`config.mk`:
```
export PLATFORM = sky130hd
export DESIGN_NAME = ram_port_arbiter
export DESIGN_NICKNAME = d
export VERILOG_FILES = /design/src/rtl/ram_port_arbiter.sv
export SDC_FILE = /design/constraint.sdc
export NUM_CORES = 1
export LEC_CHECK = 0
export CORE_MARGIN = 1
export CORE_UTILIZATION = 50
export DETAILED_ROUTE_END_ITERATION = 12
export DONT_BUFFER_PORTS = 1
export GPL_TIMING_DRIVEN = 1
export SYNTH_ARGS = -nofsm -noshare
export SYNTH_HDL_FRONTEND = slang
export SYNTH_SLANG_ARGS = --single-unit
```
`constraint.sdc`:
```
create_clock -name clk -period 2.13 [get_ports clk]
set_input_delay 0.1065 -clock clk [delete_from_list [all_inputs] [get_ports clk]]
set_output_delay 0.1065 -clock clk [all_outputs]
set_load 0.02 [all_outputs]
```
`src/rtl/ram_port_arbiter.sv`:
```
// Arbitrates NCH requesters onto a single MMU port. Partial-word writes are
// turned into a read-modify-write sequence; responses return on a one-cycle ack.
module ram_port_arbiter #(
  parameter int DATA_W   = 32,
  parameter int ADDR_W   = 32,
  parameter int NCH      = 2,
  parameter int ARB_MODE = 0
) (
  input  logic                      clk,
  input  logic                      rst,
  input  logic [NCH-1:0]            req_i,
  input  logic [NCH-1:0]            we_i,
  input  logic [NCH*(DATA_W/8)-1:0] sel_i,
  input  logic [NCH*ADDR_W-1:0]     addr_i,
  input  logic [NCH*DATA_W-1:0]     wdata_i,
  output logic [NCH-1:0]            ack_o,
  output logic [NCH*DATA_W-1:0]     rdata_o,
  output logic [NCH-1:0]            tlb_err_o,
  output logic [NCH-1:0]            tlb_mod_o,
  output logic                      ce_o,
  output logic                      we_o,
  output logic [ADDR_W-1:0]         addr_o,
  output logic [DATA_W-1:0]         data_o,
  input  logic                      ready_i,
  input  logic [DATA_W-1:0]         data_i,
  input  logic                      tlb_err_i,
  input  logic                      mod_i
);
  localparam int SEL_W = DATA_W / 8;
  localparam int IDX_W = (NCH > 1) ? $clog2(NCH) : 1;

  typedef enum logic [2:0] {IDLE, RD, MERGE, WR, DONE} state_t;

  state_t            state;
  logic [IDX_W-1:0]  gnt;
  logic [IDX_W-1:0]  last_grant;
  logic              rmw;
  logic              aborted;
  logic              mask_valid;
  logic [SEL_W-1:0]  lat_sel;
  logic [DATA_W-1:0] lat_wdata;
  logic [DATA_W-1:0] rd_buf;
  logic [DATA_W-1:0] merged;
  logic [NCH-1:0]    eligible;
  logic [IDX_W-1:0]  pick;
  logic [IDX_W-1:0]  idx;
  logic              pick_valid;
  logic              live;
  logic [NCH-1:0]    gnt_hot;
  logic [SEL_W-1:0]  pick_sel;
  logic [ADDR_W-1:0] pick_addr;
  logic [DATA_W-1:0] pick_wdata;

  assign pick_sel   = sel_i[pick*SEL_W +: SEL_W];
  assign pick_addr  = addr_i[pick*ADDR_W +: ADDR_W];
  assign pick_wdata = wdata_i[pick*DATA_W +: DATA_W];
  assign live       = req_i[gnt] && !aborted;

  always_comb begin
    gnt_hot      = '0;
    gnt_hot[gnt] = 1'b1;
    eligible     = req_i;
    if (mask_valid) eligible[gnt] = 1'b0;
  end

  // Walk from lowest to highest priority so the last eligible hit wins.
  always_comb begin
    pick       = '0;
    pick_valid = 1'b0;
    idx        = '0;
    for (int i = NCH; i >= 1; i--) begin
      idx = (ARB_MODE == 1) ? IDX_W'(i - 1) : IDX_W'((int'(last_grant) + i) % NCH);
      if (eligible[idx]) begin
        pick       = idx;
        pick_valid = 1'b1;
      end
    end
  end

  always_comb begin
    merged = rd_buf;
    for (int b = 0; b < SEL_W; b++)
      if (lat_sel[b]) merged[b*8 +: 8] = lat_wdata[b*8 +: 8];
  end

  always_ff @(posedge clk or negedge rst) begin
    if (!rst) begin
      state      <= IDLE;
      last_grant <= IDX_W'(NCH - 1);
      gnt        <= '0;
      rmw        <= 1'b0;
      aborted    <= 1'b0;
      mask_valid <= 1'b0;
      lat_sel    <= '0;
      lat_wdata  <= '0;
      rd_buf     <= '0;
      ack_o      <= '0;
      rdata_o    <= '0;
      tlb_err_o  <= '0;
      tlb_mod_o  <= '0;
      ce_o       <= 1'b0;
      we_o       <= 1'b0;
      addr_o     <= '0;
      data_o     <= '0;
    end else begin
      ack_o     <= '0;
      tlb_err_o <= '0;
      tlb_mod_o <= '0;
      case (state)
        IDLE: begin
          mask_valid <= 1'b0;
          if (pick_valid) begin
            gnt        <= pick;
            last_grant <= pick;
            lat_sel    <= pick_sel;
            lat_wdata  <= pick_wdata;
            aborted    <= 1'b0;
            rmw        <= 1'b0;
            addr_o     <= pick_addr;
            if (!we_i[pick]) begin
              state <= RD;
              ce_o  <= 1'b1;
              we_o  <= 1'b0;
            end else if (&pick_sel) begin
              state  <= WR;
              ce_o   <= 1'b1;
              we_o   <= 1'b1;
              data_o <= pick_wdata;
            end else if (|pick_sel) begin
              state <= RD;
              rmw   <= 1'b1;
              ce_o  <= 1'b1;
              we_o  <= 1'b0;
            end else begin
              state       <= DONE;
              ack_o       <= '0;
              ack_o[pick] <= 1'b1;
            end
          end
        end
        RD: begin
          if (!req_i[gnt]) aborted <= 1'b1;
          if (ready_i) begin
            ce_o   <= 1'b0;
            rd_buf <= data_i;
            if (rmw && !tlb_err_i && live) begin
              state <= MERGE;
            end else begin
              state <= DONE;
              if (live) begin
                ack_o     <= gnt_hot;
                tlb_err_o <= tlb_err_i ? gnt_hot : '0;
                if (!rmw) rdata_o[gnt*DATA_W +: DATA_W] <= data_i;
              end
            end
          end
        end
        MERGE: begin
          rd_buf <= merged;
          if (live) begin
            state  <= WR;
            ce_o   <= 1'b1;
            we_o   <= 1'b1;
            data_o <= merged;
          end else begin
            state <= DONE;
          end
        end
        WR: begin
          if (!req_i[gnt]) aborted <= 1'b1;
          if (ready_i) begin
            ce_o  <= 1'b0;
            we_o  <= 1'b0;
            state <= DONE;
            if (live) begin
              ack_o     <= gnt_hot;
              tlb_err_o <= tlb_err_i ? gnt_hot : '0;
              tlb_mod_o <= mod_i ? gnt_hot : '0;
            end
          end
        end
        DONE: begin
          mask_valid <= 1'b1;
          state      <= IDLE;
        end
        default: state <= IDLE;
      endcase
    end
  end
endmodule

```
Word level (Yosys, flattened, before mapping)
Cells that the tools add are included.
{"block": "word_totals", "ff_bits": 212, "inputBits": 177, "out_inout_bits": 136, "elab_cells": 149}
{"block": "op_classes", "n_addsub": 3, "order_cmp": 6, "eq_ne": 13, "shifts": 5, "muxes": 76, "n_bitwise": 4, "n_reduce_logical": 25}
{"operator": "$mux W32", "n": 5}
{"operator": "$pmux W32 S2", "n": 2}
{"operator": "$shiftx A64 B7 Y32", "n": 2}
{"operator": "$bwmux W64", "n": 1}
{"operator": "$shift A32 B34 Y64 const A", "n": 1}
{"operator": "$shiftx A32 B34 Y64", "n": 1}
{"operator": "$mux W2", "n": 18}
{"operator": "$neg A6 Y34", "n": 1}
{"operator": "$mux W8", "n": 4}
{"operator": "$mux W1", "n": 29}
{"operator": "$mux W3", "n": 8}
{"operator": "$reduce_and A5 Y1", "n": 4}
{"operator": "$ne A2 B2 Y1 const B", "n": 7}
{"operator": "$pmux W3 S4", "n": 1}
{"operator": "$lt A1 B2 Y1 const B", "n": 4}
{"operator": "$reduce_bool A2 Y1", "n": 4}
{"operator": "$shiftx A8 B4 Y4", "n": 1}
{"operator": "$eq A3 B2 Y1 const B", "n": 2}
{"operator": "$pmux W1 S3", "n": 2}
{"operator": "$pmux W2 S3", "n": 1}
{"operator": "$reduce_and A3 Y1", "n": 2}
{"operator": "$reduce_bool A3 Y1", "n": 2}
{"operator": "$logic_and A1 B1 Y1", "n": 5}
{"operator": "$ne A4 B4 Y1 const B", "n": 1}
{"operator": "17 further kinds", "n": 24}

Longest topological paths before layout
Gate-level depths: netlist of the first run.
{"block": "depth", "word_depth": 20, "ltp_mapped": 9, "ltp_nobuf": 5}

Worst setup path before layout of the first run
OpenSTA, ideal clock, no wires.
{"block": "synth_path", "path_kind": "register to register", "startpoint": "register state[2]", "endpoint": "register rdata_o[44]", "setup_ns": 0.125, "arrival_time_ns": 1.749, "t_required_ns": 2.005, "setup_slack_ns": 0.257, "stages_incl_launch_ff": 8, "path_buffers": 3, "period_less_slack_ns": 1.873, "path_cell_list": "dfrtp_1 -> buf_2 -> nand2b_4 -> nor3_4 -> and4b_1 -> clkbuf_1 -> buf_4 -> mux2_2"}
{"block": "synth_between", "elab_chain_cells": 2}
{"item": "start: declaration", "line": "34", "text": "state_t state;"}
{"item": "start signal: assignment", "line": "88", "text": "state <= IDLE;"}
{"item": "start signal: assignment", "line": "121", "text": "state <= RD;"}
{"item": "start signal: assignment", "line": "125", "text": "state <= WR;"}
{"item": "$eq A3 B1 Y1", "line": "109", "text": "case (state)"}
{"item": "$reduce_and A5 Y1 (no source line)"}
{"item": "end signal: indexed assignment", "line": "153", "text": "if (!rmw) rdata_o[gnt*DATA_W +: DATA_W] <= data_i;"}
{"item": "end: declaration", "line": "17", "text": "output logic [NCH*DATA_W-1:0] rdata_o,"}
Every way passes these cells.
A chain may end at the register's enable or synchronous reset.

Worst setup path after layout of the first run
{"block": "layout_path", "startpoint": "register mask_valid", "endpoint": "register addr_o[5]"}
{"block": "layout_between", "elab_chain_cells": 6, "elab_cells_between_ends": 11, "cone_classes": "1 x shift; 9 x mux; 1 x reduce/logical"}
{"item": "start: declaration", "line": "39", "text": "logic mask_valid;"}
{"item": "start signal: assignment", "line": "93", "text": "mask_valid <= 1'b0;"}
{"item": "start signal: assignment", "line": "111", "text": "mask_valid <= 1'b0;"}
{"item": "start signal: assignment", "line": "183", "text": "mask_valid <= 1'b1;"}
{"item": "$mux W2 *", "line": "63", "text": "if (mask_valid) eligible[gnt] = 1'b0;"}
{"item": "$mux W1 (implied by the code) (2 in series)", "line": "73", "text": "if (eligible[idx]) begin"}
{"item": "$mux W1 (2 in series)", "line": "73"}
{"item": "$shiftx A64 B7 Y32 / $reduce_and A2 Y1 (equally long branches)"}
{"item": "end signal: assignment", "line": "119", "text": "addr_o <= pick_addr;"}
{"item": "end: declaration", "line": "22", "text": "output logic [ADDR_W-1:0] addr_o,"}
Every way passes the cells marked *; elsewhere a longest branch is shown, timed or not. The select of a mux whose other input is x is not followed.

==> results of run 1 <==
registers in the layout (all words and copies together), names as in the netlist, 2 cells and up:
name	flops
tlb_mod_o	2
tlb_err_o	2
rd_buf	32
rdata_o	64
lat_wdata	32
lat_sel	4
ack_o	2
state	3
data_o	32
addr_o	32
through the flow:
| stage | instance area [µm²] | setup TNS, ns | total power (W) |
|---|---|---|---|
| after floorplan | 9520 | 0 | 0.01182 |
| after global routing | 12440 | -0.3666 | 0.01859 |
| after detailed placement | 9864 | 0 | 0.01323 |
| after global placement | 9864 | 0 | 0.01298 |
| after CTS | 12350 | 0 | 0.01752 |
| final | 12440 | 0 | 0.01760 |
kinds of logic (layout without fill, tap and decap cells):
kind of cell / Yosys count / in the layout
multiplexers: 200 / 200
buffers and inverters: 59 / 245
AO/OA/AOI/OAI: 166 / 166
AND/OR/NAND/NOR: 152 / 152
flip-flops: 212 / 212
how the worst max path moves through the flow:
stage	endpoint	slack [ns]	cells past startpoint
after global routing	rdata_o[27]	-0.03	5
after detailed placement	rdata_o[14]	0.1	5
final	addr_o[5]	0.08	6
after CTS	addr_o[16]	0.04	6
after floorplan	rdata_o[44]	0.26	7
after global placement	rdata_o[1]	0.14	5
per-layer routing:
layer,vias up,wire length (µm),track usage (%)
li1,3168,-,-
met1,3483,10840,33.01
met2,276,13280,47.18
met3,32,1770,6.325
met4,0,488,7.056
met5,-,0,0
report_power, final:
group | total (W) | switching, W | internal (W)
Sequential | 0.00874 | 0.00287 | 0.00587
Combinational | 0.00498 | 0.00241 | 0.00257
Clock | 0.00388 | 0.00154 | 0.00234
Total | 0.0176 | 0.00683 | 0.0108
final cells by class:
cell class,count,area (µm²)
Fill cell,1366,6270
Sequential cell,212,5308
Multi-Input combinational cell,518,3961
Timing Repair Buffer,202,2120
Clock buffer,35,690.7
Tap cell,234,292.8
Clock inverter,4,48.80
Inverter,4,15.01
cell usage in the layout, fill, tap and decap left out, types with 3 or more instances in the layout:
cell / count
buf_12: 7
mux2_1: 50
mux2_2: 47
a211oi_1: 3
nand2_1: 78
dlygate4sd3_1: 172
o21ai_0: 69
a221o_1: 32
nand3_1: 8
inv_1: 3
clkbuf_8: 7
o21a_1: 3
o21ai_1: 7
buf_4: 17
clkbuf_1: 5
dfrtp_1: 210
nor2_1: 43
a21oi_1: 8
nand2b_1: 3
o21bai_1: 32
mux2i_1: 102
clkbuf_16: 25
repair_timing:
action / 4_1_cts / 5_1_grt
gates resized for setup: 0 / 6
setup buffers: 0 / 2
endpoints found under the setup margin: 0 / 62
hold endpoints to repair: 416 / 212
==> flow_summary_export.csv, run 1 <==
group,metric,value,unit
global_routing,track_usage,26.80,%
routing,wl,26.38,mm
job,drv_cap,0,
worst_setup_path,startpoint,"mask_valid",
worst_setup_path,start_kind,"flip-flop",
power,p_leak,5.755,nW
routing,avgRoutedWirePerCell,21.82,µm
clock_tree,h-tree-depth,1,
routing,dr.first_iter.drc_count,341,
clock_tree,root_buffer,"clkbuf_16",
worst_setup_path,critPathMaxStageDelay,0.57,ns
yosys,ys_ff_latch,212,
timing,setup_violations,0,
timing,rsz0062_at_grt,"true",
clock_tree,cts_buffers,22,
yosys,ys_types,45,
yosys,ys_top_cells_by_area,"dfrtp_1, mux2i_1, mux2_1, mux2_2, o21ai_0",
floorplanning,die_area,19600,µm²
worst_setup_path,cp.arrival,2.42,ns
clock_tree,cts_tree,"yes",
clock_tree,cts_buffer_depth,3,
yosys,synth_edf_count,0,
global_routing,globalRouteOverflowTotal,0,
outcome,failed_checks,"hold timing",
worst_setup_path,cp_max_fo,18,
yosys,synth_xor_area_share,0,%
layout,fin_util,66.48,%
worst_setup_path,reg2reg_slack,0.08,ns
worst_setup_path,path_cells,"nand3b_1 > nand2_4 > buf_16 > mux2i_1 > dlygate4sd3_1 > o21ai_0",
global_routing,grt_first_pass_wirelength,41.14,mm
worst_setup_path,rr_startpoint,"mask_valid",
yosys,ys.warnings.count,0,
layout,drive_gt1_share,12.72,%
yosys,synthTopCellsByCount,"dfrtp_1, mux2i_1, nand2_1",
yosys,synthesis.area,9520,µm²
floorplanning,core_area,18710,µm²
yosys,synth_area_leader_cell,"dfrtp_1",
yosys,synth_top_area_share,55.46,%
floorplanning,start_util,50.90,%
floorplanning,die_h,140.0,µm
worst_hold_path,hold_class,"input pin to async pin",
timing,finalClockSkew,0.01373,ns
place,place_congestion,0.8665,
timing,fmax,487.4,MHz
yosys,synthAdderAreaFrac,0,%
yosys,synth_top_family_by_area,"multiplexers",
yosys,syn_nets,966,
place,place_inst,992,
place,io_buffer_count,0,
yosys,muxShareOfSynthArea,22.30,%
worst_setup_path,critPathBufInv,2,
power,pwr_density_cell,1415,nW/µm²
layout,area_delta_synth_final,30.62,%
worst_setup_path,crit_type,"flip-flop to flip-flop",
layout,instances_no_fill,1209,
timing,fin_crit,2.052,ns
floorplanning,die_x,140.0,µm
yosys,ys.flop_type,"dfrtp_1",
worst_setup_path,slowest_stage,"dlygate4sd3_1",
routing,ant_nets,0,
yosys,synth-simple-area-share,7.097,%
floorplanning,rows,50,
clock_tree,clock_sinks,212,
yosys,yosys.cell_count.top_type,"dfrtp_1",
routing,num_vias,6959,
worst_setup_path,required,2.50,ns
worst_setup_path,reg2reg_depth,6,
global_routing,grt_start_max_net_pins,213,
yosys,avgSynthCellArea,12.07,µm²
worst_setup_path,cp_top_family,"buffers and inverters",
yosys,synthArstFlopShare,100.0,%
place,hpwl,16.05,mm
global_routing,antenna_found_initial,0,
timing,setup_slack,0.07836,ns
timing,drv_slew,0,
yosys,synth_seq_area_share,55.74,%
layout,nNetsFinal,1137,
global_routing,grt_pass1_vias,7592,
yosys,synth-compound-area-share,11.81,%
worst_setup_path,rr_endpoint,"addr_o[5]",
routing,drc,0,
worst_setup_path,worstSetupEndpointType,"flip-flop",
timing,hold_viol_final,212,
timing,fin_crit_sh,96.32,%
clock_tree,postCtsHoldBufs,174,
outcome,status,"complete, but fails checks",
yosys,syn_inst,789,
place,post-place-ws,0.09815,ns
timing,tightest_slew,0.6930,ns
layout,antenna_cells,0,
timing,slew_headroom,53.37,%
routing,via_per_inst,5.756,
floorplanning,io_pins,313,
clock_tree,clkSlewWorstSetupHoldPaths,0.06,ns
clock_tree,insertion_delay,0.50,ns
routing,drt_first_pass_iters,5,
timing,whs,-0.6898,ns
power,ir_drop,0.0008088,V
Power figures use the tool's default switching activity.
==> run 2, diff against run 1 <==
--- a/config.mk
+++ b/config.mk
@@ -5,11 +5,14 @@
 export SDC_FILE = /design/constraint.sdc
 export NUM_CORES = 1
 export LEC_CHECK = 0
+export CELL_PAD_IN_SITES_DETAIL_PLACEMENT = 1
+export CELL_PAD_IN_SITES_GLOBAL_PLACEMENT = 2
 export CORE_MARGIN = 1
-export CORE_UTILIZATION = 50
+export CORE_UTILIZATION = 40
 export DETAILED_ROUTE_END_ITERATION = 12
 export DONT_BUFFER_PORTS = 1
 export GPL_TIMING_DRIVEN = 1
+export PLACE_DENSITY = 0.89
 export SYNTH_ARGS = -nofsm -noshare
 export SYNTH_HDL_FRONTEND = slang
 export SYNTH_SLANG_ARGS = --single-unit
==> run 2 against run 1 <==
Net effect: the flow finishes with violations (hold timing, setup timing); total power is 6.2% higher; clock-buffer cell count fell by 4; combinational power grew 11%; utilization is 11 points lower; sequential power is 2% higher; clock power increased by 11%; final cell count grew 10%; clock skew increased by 0.0073 ns; largest cell class unchanged; highest routed layer unchanged.
==> flow_summary_export.csv, run 2 (synthesis gave the netlist of run 1 again) <==
group,metric,value,unit
routing,avgRoutedWirePerCell,25.08,µm
layout,drive_gt1_share,16.50,%
routing,wl,33.41,mm
outcome,status,"complete, but fails checks",
clock_tree,cts_buffers,24,
timing,rsz0062_at_grt,"true",
routing,dr.first_iter.drc_count,357,
routing,num_vias,7454,
global_routing,grt_pass1_vias,8223,
worst_setup_path,worstSetupEndpointType,"flip-flop",
floorplanning,die_x,156.3,µm
timing,fin_crit_sh,101.2,%
floorplanning,io_pins,313,
timing,tns,-0.06981,ns
worst_setup_path,crit_type,"flip-flop to flip-flop",
worst_setup_path,start_kind,"flip-flop",
routing,via_per_inst,5.596,
floorplanning,rows,56,
power,p_leak,6.088,nW
global_routing,grt_first_pass_wirelength,48.57,mm
clock_tree,h-tree-depth,1,
job,drv_cap,0,
routing,top_layer,"met4",
global_routing,antenna_found_initial,6,
place,post-place-ws,0.03299,ns
worst_hold_path,hold_class,"input pin to async pin",
clock_tree,root_buffer,"clkbuf_16",
power,ir_drop,0.0007635,V
clock_tree,insertion_delay,0.52,ns
global_routing,globalRouteOverflowTotal,0,
worst_setup_path,required,2.51,ns
clock_tree,cts_tree,"yes",
routing,wl_met1,12.43,mm
timing,tightest_slew,1.009,ns
timing,slew_headroom,32.59,%
worst_setup_path,slowest_stage,"dlygate4sd3_1",
worst_setup_path,critPathMaxStageDelay,0.58,ns
place,place_congestion,0.8379,
routing,drt_first_pass_iters,4,
worst_setup_path,cp_max_fo,15,
place,io_buffer_count,0,
layout,nNetsFinal,1165,
timing,fin_crit,2.156,ns
layout,instances_no_fill,1332,
floorplanning,die_area,24420,µm²
layout,largest_reg_flops,64,
worst_setup_path,cp.arrival,2.53,ns
timing,finalClockSkew,0.02104,ns
power,design_power_total,0.01870,W
clock_tree,cts_buffer_depth,3,
layout,num-fill-cells,2395,
timing,fmax,463.7,MHz
worst_setup_path,critPathBufInv,2,
layout,final_common_cell,"dfrtp_1",
floorplanning,core_area,23400,µm²
worst_setup_path,cp_top_family,"buffers and inverters",
routing,drc,0,
clock_tree,clkSlewWorstSetupHoldPaths,0.06,ns
layout,fin_util,55.50,%
place,place_inst,1081,
global_routing,grt_start_max_net_pins,213,
routing,ant_nets,0,
floorplanning,die_h,156.3,µm
power,pwr_density_cell,1440,nW/µm²
layout,most-common-layout-cells,"dfrtp_1, dlygate4sd3_1, mux2i_1",
global_routing,track_usage,26.19,%
worst_setup_path,path_cells,"nand3b_1 > nand2_4 > clkbuf_16 > mux2i_1 > dlygate4sd3_1 > o21ai_0",
timing,whs,-0.7084,ns
outcome,failed_checks,"hold timing, setup timing",
routing,wl_met2,18.00,mm
layout,area_delta_synth_final,36.43,%
clock_tree,clock_sinks,212,
timing,setup_violations,4,
place,hpwl,17.67,mm
timing,hold_viol_final,212,
floorplanning,start_util,40.68,%
layout,regMostFlops,"rdata_o",
routing,dr_wl_met3,1.799,mm
timing,setup_slack,-0.02636,ns
timing,drv_slew,0,
-- run 2: routing by layer --
layer	up-vias	GRT usage, %
met5	-	0
met4	0	10.55
met3	76	5.234
met2	274	47.92
met1	3852	29.73
li1	3252	-
-- run 2: layout make-up --
cell class | count | area (µm²) | share of cell area (%)
sequential | 212 | 5310 | 40.88
clock inverter | 13 | 123.9 | 0.9537
timing repair buffer | 228 | 2421 | 18.64
inverter | 4 | 15.01 | 0.1156
antenna | 7 | 17.52 | 0.1349
clock buffer | 31 | 698.2 | 5.375
multi-input combinational | 518 | 4004 | 30.83
tap | 319 | 399.1 | 3.073
-- run 2: metrics by stage --
step	hold WS, ns	cell area (µm²)
3_3_place_gp	-0.1846	10000
4_1_cts	-0.7313	12580
5_1_grt	-0.7356	12980
6_report	-0.7084	12990
2_1_floorplan	-0.1891	9520
3_5_place_dp	-0.1823	10000
-- run 2: report_power, final --
part	switching, W	total [W]	leakage [nW]	internal (W)
clock	0.00173	0.00429	0.415	0.00256
sequential	0.00303	0.00890	2.69	0.00587
combinational	0.00274	0.00552	2.98	0.00278
-- run 2: path summary, 6_finish.rpt --
path | from | cells after the start | to | slack, ns
hold / removal | rst | 0 | addr_o[20] | -0.71
hold reg to reg | lat_wdata[31] | 2 | lat_wdata[31] | 0.48
max in group asynchronous | rst | 0 | rdata_o[35] | 2.35
setup reg to reg | mask_valid | 6 | addr_o[11] | -0.03
min in group clk | addr_i[5] | 3 | addr_o[5] | 0
setup / recovery | mask_valid | 6 | addr_o[11] | -0.03
-- run 2: what timing repair did --
action | CTS | global route
endpoints found under the setup margin | 0 | 67
buffers inserted | 0 | 20
hold buffers | 176 | 2
hold endpoints to repair | 417 | 214
resized for setup | 0 | 41
==> run 3, diff against run 2 <==
--- a/config.mk
+++ b/config.mk
@@ -13,6 +13,7 @@
 export DONT_BUFFER_PORTS = 1
 export GPL_TIMING_DRIVEN = 1
 export PLACE_DENSITY = 0.89
+export REMOVE_ABC_BUFFERS = 1
 export SYNTH_ARGS = -nofsm -noshare
 export SYNTH_HDL_FRONTEND = slang
 export SYNTH_SLANG_ARGS = --single-unit
==> run 3 against run 2 <==
Net effect: the run ends with hold timing left; sequential share of layout area decreased by 0.24 points; total power is 1.3% higher; final area increased by 0.62%; clock power grew 2%; register-to-register slack gained 0.04 ns; final cell count is 0.23% higher; first-iteration DRC count decreased by 5.9%; clock-buffer cell count grew 3; die area is the same; worst hold slack gained 0.0013 ns; largest power group unchanged; highest routed layer unchanged.
==> flow_summary_export.csv, run 3 (synthesis gave the netlist of run 1 again) <==
group,metric,value,unit
layout,largest_reg_flops,64,
worst_setup_path,cp_max_fo,26,
worst_setup_path,reg2reg_depth,8,
place,place_congestion,0.8412,
floorplanning,core_area,23400,µm²
worst_setup_path,rr_endpoint,"data_o[17]",
worst_setup_path,start_kind,"flip-flop",
floorplanning,rows,56,
outcome,status,"complete, but fails checks",
layout,regMostFlops,"rdata_o",
routing,dr.first_iter.drc_count,336,
place,place_inst,1079,
clock_tree,insertion_delay,0.51,ns
layout,drive_gt1_share,16.77,%
routing,wl,33.04,mm
timing,fin_crit,2.116,ns
place,placed_cell_area,9986,µm²
worst_setup_path,reg2reg_slack,0.01,ns
clock_tree,root_buffer,"clkbuf_16",
floorplanning,die_area,24420,µm²
layout,area_delta_synth_final,37.27,%
power,pwr-share-seq,47.0,%
routing,drc,0,
routing,ant_nets,0,
layout,nNetsFinal,1175,
timing,whs,-0.7072,ns
global_routing,globalRouteOverflowTotal,0,
timing,fin_crit_sh,99.35,%
power,power_switching,0.007516,W
worst_setup_path,cp.arrival,2.50,ns
global_routing,grt_first_pass_wirelength,47.79,mm
power,pwr-share-clk,23.0,%
routing,avgRoutedWirePerCell,24.75,µm
power,internal_power,0.01143,W
timing,drv_slew,0,
floorplanning,start_util,40.68,%
power,design_power_total,0.01895,W
power,comb_power_share,30.0,%
floorplanning,io_pins,313,
worst_setup_path,startpoint,"gnt",
timing,tightest_slew,0.5830,ns
global_routing,grt_start_max_net_pins,213,
timing,tns,0,ns
global_routing,antenna_found_initial,2,
layout,final_common_cell,"dfrtp_1",
global_routing,track_usage,25.54,%
worst_setup_path,rr_startpoint,"gnt",
clock_tree,clock_sinks,212,
routing,drt_first_pass_iters,4,
power,p_leak,6.075,nW
clock_tree,cts_tree,"yes",
floorplanning,die_x,156.3,µm
layout,instances_no_fill,1335,
floorplanning,die_h,156.3,µm
worst_hold_path,hold_class,"input pin to async pin",
clock_tree,h-tree-depth,1,
worst_setup_path,crit_type,"flip-flop to flip-flop",
power,switching_share,39.66,%
worst_setup_path,required,2.52,ns
clock_tree,cts_buffer_depth,3,
power,ir_drop,0.0005766,V
place,hpwl,16.97,mm
place,io_buffer_count,0,
layout,final_area,13070,µm²
worst_setup_path,worstSetupEndpointType,"flip-flop",
power,pwr_density_cell,1450,nW/µm²
routing,via_per_inst,5.597,
timing,fmax,472.6,MHz
job,drv_cap,0,
layout,num-fill-cells,2362,
global_routing,grt_pass1_vias,8189,
layout,most-common-layout-cells,"dfrtp_1, dlygate4sd3_1, mux2i_1",
clock_tree,cts_buffers,24,
routing,num_vias,7472,
clock_tree,clkSlewWorstSetupHoldPaths,0.06,ns
timing,setup_violations,0,
timing,hold_viol_final,212,
outcome,failed_checks,"hold timing",
timing,finalClockSkew,0.01249,ns
timing,rsz0062_at_grt,"true",
timing,slew_headroom,61.14,%
## run 3: cell count changes in the layout (fill, tap and decap cells not counted), moves of 2 or more
| cell | delta |
|---|---|
| buf_6 | +2 |
| clkbuf_1 | +3 |
| dlygate4sd3_1 | +11 |
| mux2_2 | -2 |
| buf_4 | +5 |
| clkinv_2 | -4 |
| diode_2 | -5 |
| dlymetal6s4s_1 | -10 |
| mux2_4 | +2 |
## run 3: final cells by class
class / count / area (µm²) / area share (%)
sequential: 212 / 5311 / 40.64
multi-input combinational: 518 / 4008 / 30.67
timing repair buffer: 238 / 2506 / 19.18
clock buffer: 34 / 709.4 / 5.428
tap: 319 / 399.1 / 3.054
clock inverter: 8 / 115.1 / 0.8808
inverter: 4 / 15.01 / 0.1149
antenna: 2 / 5.005 / 0.03830
## run 3: what timing repair did
| action | 4_1_cts | 5_1_grt |
|---|---|---|
| buffers inserted | 0 | 29 |
| gates resized for setup | 0 | 37 |
| hold buffers | 177 | 5 |
| endpoints found under the setup margin | 0 | 67 |
| endpoints found under the hold margin | 415 | 217 |
## run 3: worst max-delay path by stage
stage	slack [ns]	to
4_1_cts	0.02	state[1]
2_1_floorplan	-1.50	data_o[0]
3_3_place_gp	0.14	data_o[10]
5_1_grt	-0.05	addr_o[4]
3_5_place_dp	0.07	rdata_o[25]
6_report	0.01	data_o[17]
## run 3: power by group through the flow
stage	sequential, W	combinational [W]	clock (W)
after global routing	0.00911	0.00617	0.00458
after CTS	0.00880	0.00492	0.00441
after detailed placement	0.00884	0.00450	0
after global placement	0.00877	0.00427	0
final	0.00891	0.00568	0.00436
after floorplan	0.00827	0.00325	0
## run 3: layer usage
layer | global-route usage (%) | routed length, µm
met1 | 29.35 | 12620
met2 | 46.51 | 17290
met3 | 5.234 | 1934
met4 | 9.570 | 1203
met5 | 0 | 0
## run 3: metrics by stage
stage	hold slack [ns]	setup slack [ns]	utilization, %
6_report	-0.7072	0.01394	55.84
4_1_cts	-0.7279	0.01603	53.76
2_1_floorplan	-0.1891	-1.503	-
5_1_grt	-0.7259	-0.04884	55.84
3_5_place_dp	-0.1848	0.06915	42.67
3_3_place_gp	-0.1845	0.1422	42.67
## run 3: worst max-delay path, stage by stage (launching register included)
cell and delay [ns]:
dfrtp_2 0.44, a21boi_4 0.23, nand2_4 0.10, buf_4 0.15, buf_4 0.13, mux2i_1 0.15
o21bai_4 0.17, buf_12 0.23, mux2_2 0.38
